File: config.mk
export PLATFORM = sky130hd
export DESIGN_NAME = rv32_bram_lsu
export DESIGN_NICKNAME = d
export VERILOG_FILES = /design/src/rtl/rv32_lsu_pkg.sv /design/src/rtl/rv32_lsu_align.sv /design/src/rtl/rv32_bram_lsu.sv
export SDC_FILE = /design/constraint.sdc
export NUM_CORES = 1
export LEC_CHECK = 0
export CAP_MARGIN = 15
export CORE_ASPECT_RATIO = 1.4
export CORE_MARGIN = 8
export CORE_UTILIZATION = 40
export CTS_BUF_LIST = sky130_fd_sc_hd__clkbuf_4
export DETAILED_ROUTE_END_ITERATION = 8
export GPL_ROUTABILITY_DRIVEN = 0
export HOLD_SLACK_MARGIN = 0.02
export PLACE_DENSITY = 0.69
export SYNTH_ARGS = -nofsm -noshare
export SYNTH_HDL_FRONTEND = slang
export SYNTH_SLANG_ARGS = --single-unit
File: constraint.sdc
create_clock -name clk -period 4.2 [get_ports clk]
set_input_delay 1.26 -clock clk [delete_from_list [all_inputs] [get_ports clk]]
set_output_delay 1.26 -clock clk [all_outputs]
set_load 0.01 [all_outputs]
File: src/rtl/rv32_lsu_pkg.sv
// Shared types for the BRAM load/store unit: FSM states, access sizes and the
// latched request payload.
package rv32_lsu_pkg;

    localparam int unsigned WORD_W = 32;

    typedef enum logic [2:0] {
        IDLE,
        READ,
        DATA,
        WRITE,
        RESP
    } lsu_state_e;

    typedef enum logic [1:0] {
        LSU_BYTE = 2'b00,
        LSU_HALF = 2'b01,
        LSU_WORD = 2'b10
    } lsu_size_e;

    // Request fields kept across the multi-cycle access; word address lives in
    // the BRAM address registers, so only the byte lane is held here.
    typedef struct packed {
        logic              we;
        lsu_size_e         size;
        logic              uns;
        logic [1:0]        lane;
        logic [WORD_W-1:0] wdata;
    } lsu_req_t;

endpackage

File: src/rtl/rv32_lsu_align.sv
// Combinational lane logic for the LSU.
//   rdata        : word read from BRAM
//   size/uns     : access size and zero-extend flag
//   lane         : byte offset within the word (already aligned for half/word)
//   wdata        : right-justified store data
//   load_data_c  : lane shifted to bit 0 and sign/zero-extended
//   merge_data_c : rdata with the store byte/half replaced (full wdata for word)
module rv32_lsu_align
    import rv32_lsu_pkg::*;
(
    input  logic [WORD_W-1:0] rdata,
    input  lsu_size_e         size,
    input  logic              uns,
    input  logic [1:0]        lane,
    input  logic [WORD_W-1:0] wdata,
    output logic [WORD_W-1:0] load_data_c,
    output logic [WORD_W-1:0] merge_data_c
);

    logic [4:0]        shamt;
    logic [WORD_W-1:0] shifted;
    logic [WORD_W-1:0] wdata_sh;
    logic [WORD_W-1:0] lane_mask;

    always_comb begin
        shamt       = {lane, 3'b000};
        shifted     = rdata >> shamt;
        wdata_sh    = wdata << shamt;
        load_data_c = shifted;
        lane_mask   = '1;
        case (size)
            LSU_BYTE: begin
                load_data_c = {{24{~uns & shifted[7]}}, shifted[7:0]};
                lane_mask   = 32'h0000_00FF << shamt;
            end
            LSU_HALF: begin
                load_data_c = {{16{~uns & shifted[15]}}, shifted[15:0]};
                lane_mask   = 32'h0000_FFFF << shamt;
            end
            default: begin
                load_data_c = shifted;
                lane_mask   = '1;
            end
        endcase
        merge_data_c = (rdata & ~lane_mask) | (wdata_sh & lane_mask);
    end

endmodule

File: src/rtl/rv32_bram_lsu.sv
// Load/store client for a single-clock BRAM without byte enables.
// Sub-word stores use read-modify-write; loads are sign/zero-extended.
// Build option: RV32_LSU_MISALIGN_TRAP_EN makes misaligned half/word accesses
// report rsp_err; otherwise they are silently aligned down.
// Ports:
//   clk, rst_n                 : clock, async active-low reset
//   req_valid/req_ready        : request handshake (ready only in IDLE)
//   req_we/size/unsigned/addr/wdata : request payload
//   rsp_valid/rsp_ready        : response handshake, held until accepted
//   rsp_rdata/rsp_err          : extended load data / error flag
//   bram_wen/waddr/wdata       : BRAM write port
//   bram_ren/raddr/rdata       : BRAM read port, rdata valid one cycle after ren
module rv32_bram_lsu
    import rv32_lsu_pkg::*;
#(
    parameter int unsigned ADDR_SIZE = 8
) (
    input  logic                 clk,
    input  logic                 rst_n,
    input  logic                 req_valid,
    output logic                 req_ready,
    input  logic                 req_we,
    input  logic [1:0]           req_size,
    input  logic                 req_unsigned,
    input  logic [31:0]          req_addr,
    input  logic [31:0]          req_wdata,
    output logic                 rsp_valid,
    input  logic                 rsp_ready,
    output logic [31:0]          rsp_rdata,
    output logic                 rsp_err,
    output logic                 bram_wen,
    output logic [ADDR_SIZE-1:0] bram_waddr,
    output logic [31:0]          bram_wdata,
    output logic                 bram_ren,
    output logic [ADDR_SIZE-1:0] bram_raddr,
    input  logic [31:0]          bram_rdata
);

    lsu_state_e            state_q, state_d;
    lsu_req_t              req_q, req_d;
    logic                  req_ready_q, req_ready_d;
    logic                  rsp_valid_q, rsp_valid_d;
    logic [WORD_W-1:0]     rsp_rdata_q, rsp_rdata_d;
    logic                  rsp_err_q, rsp_err_d;
    logic                  bram_wen_q, bram_wen_d;
    logic [ADDR_SIZE-1:0]  bram_waddr_q, bram_waddr_d;
    logic [WORD_W-1:0]     bram_wdata_q, bram_wdata_d;
    logic                  bram_ren_q, bram_ren_d;
    logic [ADDR_SIZE-1:0]  bram_raddr_q, bram_raddr_d;

    logic                  size_bad, range_bad, misalign, acc_err;
    logic [1:0]            lane_acc;
    logic [WORD_W-1:0]     load_data_c, merge_data_c;

    // Accept-time checks and lane selection.
    always_comb begin
        size_bad  = (req_size == 2'b11);
        range_bad = (req_addr[31:ADDR_SIZE+2] != '0);
        lane_acc  = req_addr[1:0];
        misalign  = 1'b0;
`ifdef RV32_LSU_MISALIGN_TRAP_EN
        misalign  = ((req_size == 2'b01) && req_addr[0]) ||
                    ((req_size == 2'b10) && (req_addr[1:0] != 2'b00));
`else
        if (req_size == 2'b01) begin
            lane_acc = {req_addr[1], 1'b0};
        end else if (req_size == 2'b10) begin
            lane_acc = 2'b00;
        end
`endif
        acc_err = size_bad | range_bad | misalign;
    end

    rv32_lsu_align u_align (
        .rdata        (bram_rdata),
        .size         (req_q.size),
        .uns          (req_q.uns),
        .lane         (req_q.lane),
        .wdata        (req_q.wdata),
        .load_data_c  (load_data_c),
        .merge_data_c (merge_data_c)
    );

    // Next-state and registered-output logic.
    always_comb begin
        state_d      = state_q;
        req_d        = req_q;
        req_ready_d  = req_ready_q;
        rsp_valid_d  = rsp_valid_q;
        rsp_rdata_d  = rsp_rdata_q;
        rsp_err_d    = rsp_err_q;
        bram_wen_d   = 1'b0;
        bram_waddr_d = bram_waddr_q;
        bram_wdata_d = bram_wdata_q;
        bram_ren_d   = 1'b0;
        bram_raddr_d = bram_raddr_q;

        case (state_q)
            IDLE: begin
                if (req_valid && req_ready_q) begin
                    req_ready_d = 1'b0;
                    if (acc_err) begin
                        state_d     = RESP;
                        rsp_valid_d = 1'b1;
                        rsp_err_d   = 1'b1;
                        rsp_rdata_d = '0;
                    end else begin
                        req_d.we     = req_we;
                        req_d.size   = lsu_size_e'(req_size);
                        req_d.uns    = req_unsigned;
                        req_d.lane   = lane_acc;
                        req_d.wdata  = req_wdata;
                        bram_raddr_d = req_addr[ADDR_SIZE+1:2];
                        bram_waddr_d = req_addr[ADDR_SIZE+1:2];
                        if (req_we && (req_size == 2'b10)) begin
                            state_d      = WRITE;
                            bram_wen_d   = 1'b1;
                            bram_wdata_d = req_wdata;
                        end else begin
                            state_d    = READ;
                            bram_ren_d = 1'b1;
                        end
                    end
                end
            end
            READ: begin
                state_d = DATA;
            end
            DATA: begin
                if (req_q.we) begin
                    state_d      = WRITE;
                    bram_wen_d   = 1'b1;
                    bram_wdata_d = merge_data_c;
                end else begin
                    state_d     = RESP;
                    rsp_valid_d = 1'b1;
                    rsp_err_d   = 1'b0;
                    rsp_rdata_d = load_data_c;
                end
            end
            WRITE: begin
                state_d     = RESP;
                rsp_valid_d = 1'b1;
                rsp_err_d   = 1'b0;
                rsp_rdata_d = '0;
            end
            RESP: begin
                if (rsp_ready) begin
                    state_d     = IDLE;
                    rsp_valid_d = 1'b0;
                    rsp_err_d   = 1'b0;
                    rsp_rdata_d = '0;
                    req_ready_d = 1'b1;
                end
            end
            default: begin
                state_d     = IDLE;
                req_ready_d = 1'b1;
                rsp_valid_d = 1'b0;
            end
        endcase
    end

    // Async reset clears bram_wen immediately, so an interrupted RMW never commits.
    always_ff @(posedge clk or negedge rst_n) begin
        if (!rst_n) begin
            state_q      <= IDLE;
            req_q        <= '0;
            req_ready_q  <= 1'b1;
            rsp_valid_q  <= 1'b0;
            rsp_rdata_q  <= '0;
            rsp_err_q    <= 1'b0;
            bram_wen_q   <= 1'b0;
            bram_waddr_q <= '0;
            bram_wdata_q <= '0;
            bram_ren_q   <= 1'b0;
            bram_raddr_q <= '0;
        end else begin
            state_q      <= state_d;
            req_q        <= req_d;
            req_ready_q  <= req_ready_d;
            rsp_valid_q  <= rsp_valid_d;
            rsp_rdata_q  <= rsp_rdata_d;
            rsp_err_q    <= rsp_err_d;
            bram_wen_q   <= bram_wen_d;
            bram_waddr_q <= bram_waddr_d;
            bram_wdata_q <= bram_wdata_d;
            bram_ren_q   <= bram_ren_d;
            bram_raddr_q <= bram_raddr_d;
        end
    end

    assign req_ready  = req_ready_q;
    assign rsp_valid  = rsp_valid_q;
    assign rsp_rdata  = rsp_rdata_q;
    assign rsp_err    = rsp_err_q;
    assign bram_wen   = bram_wen_q;
    assign bram_waddr = bram_waddr_q;
    assign bram_wdata = bram_wdata_q;
    assign bram_ren   = bram_ren_q;
    assign bram_raddr = bram_raddr_q;

endmodule

==> results.py, run 1 <==
metrics = {
    "pwr": {
        "power_density_mw_per_mm2": 290,
        "vdd_drop_max_mv": 0.183,
        "p_int_mw": 1.85,
        "sw_frac_of_total_pct": 27.7,
        "clockPowerShare_pct": 36.8,
        "seqPwrFrac_pct": 46.6,
        "p_comb_share_pct": 16.6,
        "total_power_mw": 2.56,
        "p_sw_uw": 710,
        "leakagePower_nw": 4.04,
    },
    "finish": {
        "final_cell_area_sq_mm": 0.00883,
        "drive_gt1_share_pct": 16.2,
        "fin_nets": 867,
        "fin_util_pct": 54.8,
        "n_fill_cell": 1437,
        "fin_cells": 977,
        "area_growth_pct": 35.2,
    },
    "die": {
        "die-area_sq_mm": 0.0207,
        "coreArea_sq_mm": 0.0161,
        "initial_core_util_pct": 40.5,
        "num_io_pins": 189,
        "rows": 55,
        "fp.dieW_um": 124,
        "fp.dieH_um": 167,
    },
    "placed_design": {
        "dp_slack_ns": 0.362,
        "portBuffers": 188,
        "dp_hpwl_um": 15600,
        "place_area_sq_mm": 0.00848,
        "dp.cells": 942,
    },
    "synthesis": {
        "synthFlopType": "dfrtp_1",
        "yosysMostFrequentCell": "dfrtp_1",
        "yosysSeqAreaShare_pct": 45.2,
        "yosys.area.top_type": "dfrtp_1",
        "syn_inst": 597,
        "yosysWarningCount": 0,
        "synth-edff-count": 0,
        "synth_cell_types": 55,
        "synth_top_area_share_pct": 44.8,
        "syn_nets": 701,
        "syn_area_per_cell_sq_um": 10.9,
        "synth_common_cells": "dfrtp_1, mux2_2, mux2i_1",
        "synthArstFlopShare_pct": 100,
        "netlist_top_cells_area": "dfrtp_1, mux2_2, mux2i_1",
        "synth_seq_cells": 118,
        "synth_area_sq_mm": 0.00653,
    },
    "routing": {
        "routedWlPerCell_um": 20.7,
        "drtIter0Drc": 459,
        "drt_pre_antenna_iters": 4,
        "num_vias": 5412,
        "wl_um": 20200,
        "via_per_inst": 5.54,
        "drc": 0,
        "drtAntennaViolNets": 0,
    },
    "timing": {
        "setup_viol": 0,
        "rsz0062_at_grt": "false",
        "tns_ns": 0,
        "layout_min_cycle_time_ns": 3.30,
        "worst_pin_slew_ns": 1.18,
        "slew_headroom_pct": 20.4,
        "timing.final.crit_share_pct": 78.7,
        "finClkSkew_ns": 0.0139,
        "setup_ws_ns": 0.895,
        "finalHoldViolCount": 0,
        "slew_viol_final": 0,
        "holdWs_ns": 0.496,
        "fmax_mhz": 303,
    },
    "clock_network": {
        "post_cts_buffers": 0,
        "clock_latency_ns": 0.53,
        "cts_max_path_buffers": 2,
        "cts-resized-gates": 0,
        "cts_tree": "done",
        "cts_made_buffers": 17,
        "h-tree-depth": 4,
        "cts_hold_buf": 0,
        "clock-root-buffer": "clkbuf_4",
        "path_clk_slew_ns": 0.11,
        "cts_sinks": 118,
    },
    "setup_path": {
        "worstPathMaxFanout": 33,
        "arrival_ns": 3.71,
        "worst-setup-path-type": "primary input to flop",
        "required_ns": 4.60,
        "worstSetupStartpointType": "primary input",
        "critPathCaptureType": "flop",
    },
    "grt": {
        "grt_max_degree": 66,
        "grt_pass1_vias": 5858,
        "grt_pass1_wl_um": 32400,
        "antenna_found_initial": 1,
        "grt_overflow_total": 0,
        "grt.total_usage_pct": 20.0,
    },
    "status": {
        "status": "finished, final reports clean",
    },
    "run": {
        "maxCapViolCount": 0,
    },
    "hold_path": {
        "hold_class": "flop to flop",
    },
}
## state kept, by name (all words and copies together) (netlist names)
register / count
req_q: 38
bram_wdata: 32
rsp_rdata: 32
bram_raddr: 8
state_q: 3
bram_ren: 1
bram_wen: 1
req_ready: 1
rsp_err: 1
rsp_valid: 1
## routing by layer
metal  GRT usage [%]  part of all wire [%]
met1            24.1                    40
met2            33.5                    51
met3            4.98                   6.6
met4            6.91                   2.3
met5               0                     0
## logic make-up (layout without fill, tap and decap cells)
group / Yosys count / count (layout) / synth area share, %
mux: 167 / 167 / 27.5
simple gates: 119 / 119 / 8.84
flops: 118 / 118 / 45.2
buf+inv: 66 / 245 / 4.96
xor+xnor: 2 / 2 / 0.268
other cells: 0 / 2 / 0
compound gates: 125 / 125 / 13.1
## critical path, cell delays in order
cell and delay (ns):
clkdlybuf4s50_1 0.41, or4_4 0.55, a2111oi_4 0.36, nand4_1 0.16, a211o_1 0.33, buf_4 0.27, mux2_1 0.37
## final timing paths
kind,start,endpoint,slack [ns],cells past startpoint
max,req_addr[16],bram_wdata[30],0.90,7
min,req_ready,req_ready,0.50,2
max reg2reg,req_q[32],bram_wdata[22],1.37,6
min reg2reg,req_ready,req_ready,0.50,2
max in group asynchronous,rst_n,req_ready,2.61,2
min in group asynchronous,rst_n,bram_raddr[6],0.79,1
## power by group through the flow
stage / registers, mW / logic (mW) / clock network [mW]
floorplan: 1.20 / 0.206 / 0
global placement: 1.21 / 0.420 / 0
detailed placement: 1.22 / 0.428 / 0
CTS: 1.19 / 0.429 / 0.962
global route: 1.20 / 0.461 / 1.01
finish: 1.19 / 0.425 / 0.944
## placed cells by master (no fill, tap or decap), types with 2 or more instances in the layout
cell               n
nor3b_1           11
nand2_1           53
buf_4             12
and3b_1            2
and2_1             5
o21ai_0           52
dfrtp_1          116
mux2_1            30
nor2_1            24
o21ba_2            2
inv_6              2
nor4_1             4
o211ai_1           7
clkbuf_4          17
clkinv_4           4
a221o_1           16
or3_1              2
a221oi_1           9
bufinv_16          4
clkinv_1           3
mux2_2            71
mux2i_1           66
a21oi_1           23
diode_2            2
nor3_1             5
o32ai_1            2
clkdlybuf4s50_1  187
clkinvlp_4         3
nand3b_1           2
inv_1             12
## area by class of cell
class	count	area, sq um	share of cell area [%]
Clock inverter	15	203	2.30
Multi-Input combinational cell	413	3260	36.9
Antenna cell	2	5.00	0.0567
Timing Repair Buffer	200	1980	22.5
Tap cell	199	249	2.82
Clock buffer	17	128	1.45
Sequential cell	118	2960	33.5
Inverter	13	48.8	0.553
Power figures use the tool's default switching activity.
==> run 2: changes to the inputs <==
--- a/config.mk
+++ b/config.mk
@@ -13,7 +13,7 @@
 export DETAILED_ROUTE_END_ITERATION = 8
 export GPL_ROUTABILITY_DRIVEN = 0
 export HOLD_SLACK_MARGIN = 0.02
-export PLACE_DENSITY = 0.69
+export PLACE_DENSITY = 0.72
 export SYNTH_ARGS = -nofsm -noshare
 export SYNTH_HDL_FRONTEND = slang
 export SYNTH_SLANG_ARGS = --single-unit
==> constraint.sdc (replaced) <==
create_clock -name clk -period 3 [get_ports clk]
set_input_delay 0.9 -clock clk [delete_from_list [all_inputs] [get_ports clk]]
set_output_delay 0.9 -clock clk [all_outputs]
set_load 0.01 [all_outputs]
==> run 2 against run 1 <==
  * Count of clock-buffer cells in the layout unchanged
  * Wire length increased by 1.6%
  * Design area increased by 2.2%
  * Critical path depth unchanged
  * Sequential power increased by 40%
  * Hold slack got worse by 0.16 ns
  * Clock power increased by 46%
  * Non-clock buffer count increased by 19
  * Die area unchanged
  * Worst setup slack got worse by 0.57 ns
  * Critical path type unchanged
  * Largest power group unchanged
  * Highest routed layer unchanged
==> results.py, run 2 (synthesis gave the netlist of run 1 again) <==
metrics = {
    "die": {
        "fp.dieH_um": 167,
        "rows": 55,
        "initial_core_util_pct": 40.5,
        "coreArea_sq_mm": 0.0161,
        "die-area_sq_mm": 0.0207,
        "fp.dieW_um": 124,
        "num_io_pins": 189,
    },
    "timing": {
        "setup_viol": 0,
        "slew_headroom_pct": 28.2,
        "fmax_mhz": 373,
        "finalHoldViolCount": 0,
        "timing.final.crit_share_pct": 89.3,
        "rsz0062_at_grt": "false",
        "slew_viol_final": 0,
        "worst_pin_slew_ns": 1.07,
        "holdWs_ns": 0.335,
        "layout_min_cycle_time_ns": 2.68,
        "finClkSkew_ns": 0.0222,
    },
    "routing": {
        "via_per_inst": 5.61,
        "drt_pre_antenna_iters": 5,
        "drtAntennaViolNets": 0,
        "drc": 0,
        "routedWlPerCell_um": 20.6,
        "num_vias": 5585,
        "wl_um": 20500,
        "drtIter0Drc": 422,
    },
    "setup_path": {
        "worstSetupStartpointType": "primary input",
        "worst-setup-path-type": "primary input to flop",
        "critPathCaptureType": "flop",
        "worstPathMaxFanout": 33,
        "arrival_ns": 3.09,
        "required_ns": 3.41,
        "timing.rr.end": "bram_wdata[3]",
        "r2r_cells": 6,
        "worstReg2RegStart": "req_q[33]",
        "rrSetupSlack_ns": 0.59,
    },
    "finish": {
        "mostFrequentLayoutCells": "clkdlybuf4s50_1, dfrtp_1, mux2_2",
        "area_growth_pct": 38.1,
        "n_fill_cell": 1431,
        "top_register": "req_q",
        "drive_gt1_share_pct": 18.5,
        "final_common_cell": "clkdlybuf4s50_1",
        "fin_cells": 996,
        "fin_nets": 886,
        "largest_reg_flops": 38,
    },
    "status": {
        "status": "finished, final reports clean",
    },
    "clock_network": {
        "post_cts_buffers": 0,
        "path_clk_slew_ns": 0.12,
        "cts_max_path_buffers": 2,
        "cts-resized-gates": 0,
        "cts_made_buffers": 17,
        "cts_hold_buf": 0,
        "cts_tree": "done",
        "clock-root-buffer": "clkbuf_4",
        "h-tree-depth": 4,
        "cts_sinks": 118,
        "clock_latency_ns": 0.54,
    },
    "pwr": {
        "leakagePower_nw": 4.17,
        "power_density_mw_per_mm2": 411,
        "vdd_drop_max_mv": 0.258,
    },
    "hold_path": {
        "hold_class": "primary input to async pin",
    },
    "grt": {
        "grt_pass1_wl_um": 32200,
        "grt.total_usage_pct": 20.0,
        "grt_max_degree": 57,
        "grt_pass1_vias": 5938,
        "grt_overflow_total": 0,
        "antenna_found_initial": 2,
    },
    "placed_design": {
        "portBuffers": 188,
        "dp_hpwl_um": 15700,
        "dp.cells": 962,
    },
    "run": {
        "maxCapViolCount": 0,
    },
}
run 2: cell types whose count changed in the layout (fill, tap and decap cells not counted), sizes merged:
cell / delta
buf: +19
inv: +5
clkinv: -3
clkinvlp: -2
run 2: layout make-up:
type / count / area (sq um) / share of cell area, %
clock inverters: 15 / 215 / 2.39
inverters: 13 / 48.8 / 0.541
well taps: 199 / 249 / 2.76
diodes: 2 / 5.00 / 0.0555
clock buffers: 17 / 128 / 1.42
multi-input cells: 413 / 3260 / 36.1
repair buffers: 219 / 2160 / 24.0
flip-flops and latches: 118 / 2960 / 32.8
run 2: worst max-delay path, stage by stage:
cell and delay (ns):
clkdlybuf4s50_1 0.39, or4_4 0.54, a2111oi_4 0.23, nand4_1 0.13, a211o_1 0.35, buf_12 0.18, mux2_1 0.33
run 2: through the flow:
step / cell area, sq um / utilization, % / total power [mW] / setup TNS [ns] / setup slack [ns]
5_1_grt: 9020 / 56.0 / 3.86 / 0 / 0.293
3_5_place_dp: 8670 / 53.8 / 2.35 / -11.14 / -0.226
4_1_cts: 9010 / 56.0 / 3.74 / 0 / 0.366
2_1_floorplan: 6530 / - / 1.97 / 0 / 0.178
6_report: 9020 / 56.0 / 3.70 / 0 / 0.322
3_3_place_gp: 8670 / 53.8 / 2.34 / -8.92 / -0.194
run 2: metal layers:
| layer | vias to the layer above | part of all wire, % | global-route usage, % |
|---|---|---|---|
| li1 | 2553 | - | - |
| met1 | 2694 | 38 | 23.4 |
| met2 | 273 | 49 | 32.0 |
| met3 | 65 | 8.1 | 5.59 |
| met4 | 0 | 4.6 | 11.4 |
| met5 | - | 0 | 0 |
run 2: worst max path at each step:
stage / start / end / slack [ns] / depth (start not counted)
detailed placement: req_addr[16] / bram_wdata[19] / -0.23 / 7
global route: req_addr[16] / bram_wdata[29] / 0.29 / 7
global placement: req_addr[16] / bram_wdata[5] / -0.19 / 7
finish: req_addr[16] / bram_wdata[17] / 0.32 / 7
CTS: req_addr[16] / bram_wdata[29] / 0.37 / 7
floorplan: req_addr[16] / bram_wdata[0] / 0.18 / 7
run 2: report_power, final:
group | internal (mW) | switching [mW] | total (mW)
Clock | 0.684 | 0.698 | 1.38
Combinational | 0.349 | 0.302 | 0.651
Sequential | 1.62 | 0.0468 | 1.67
Total | 2.66 | 1.05 | 3.70
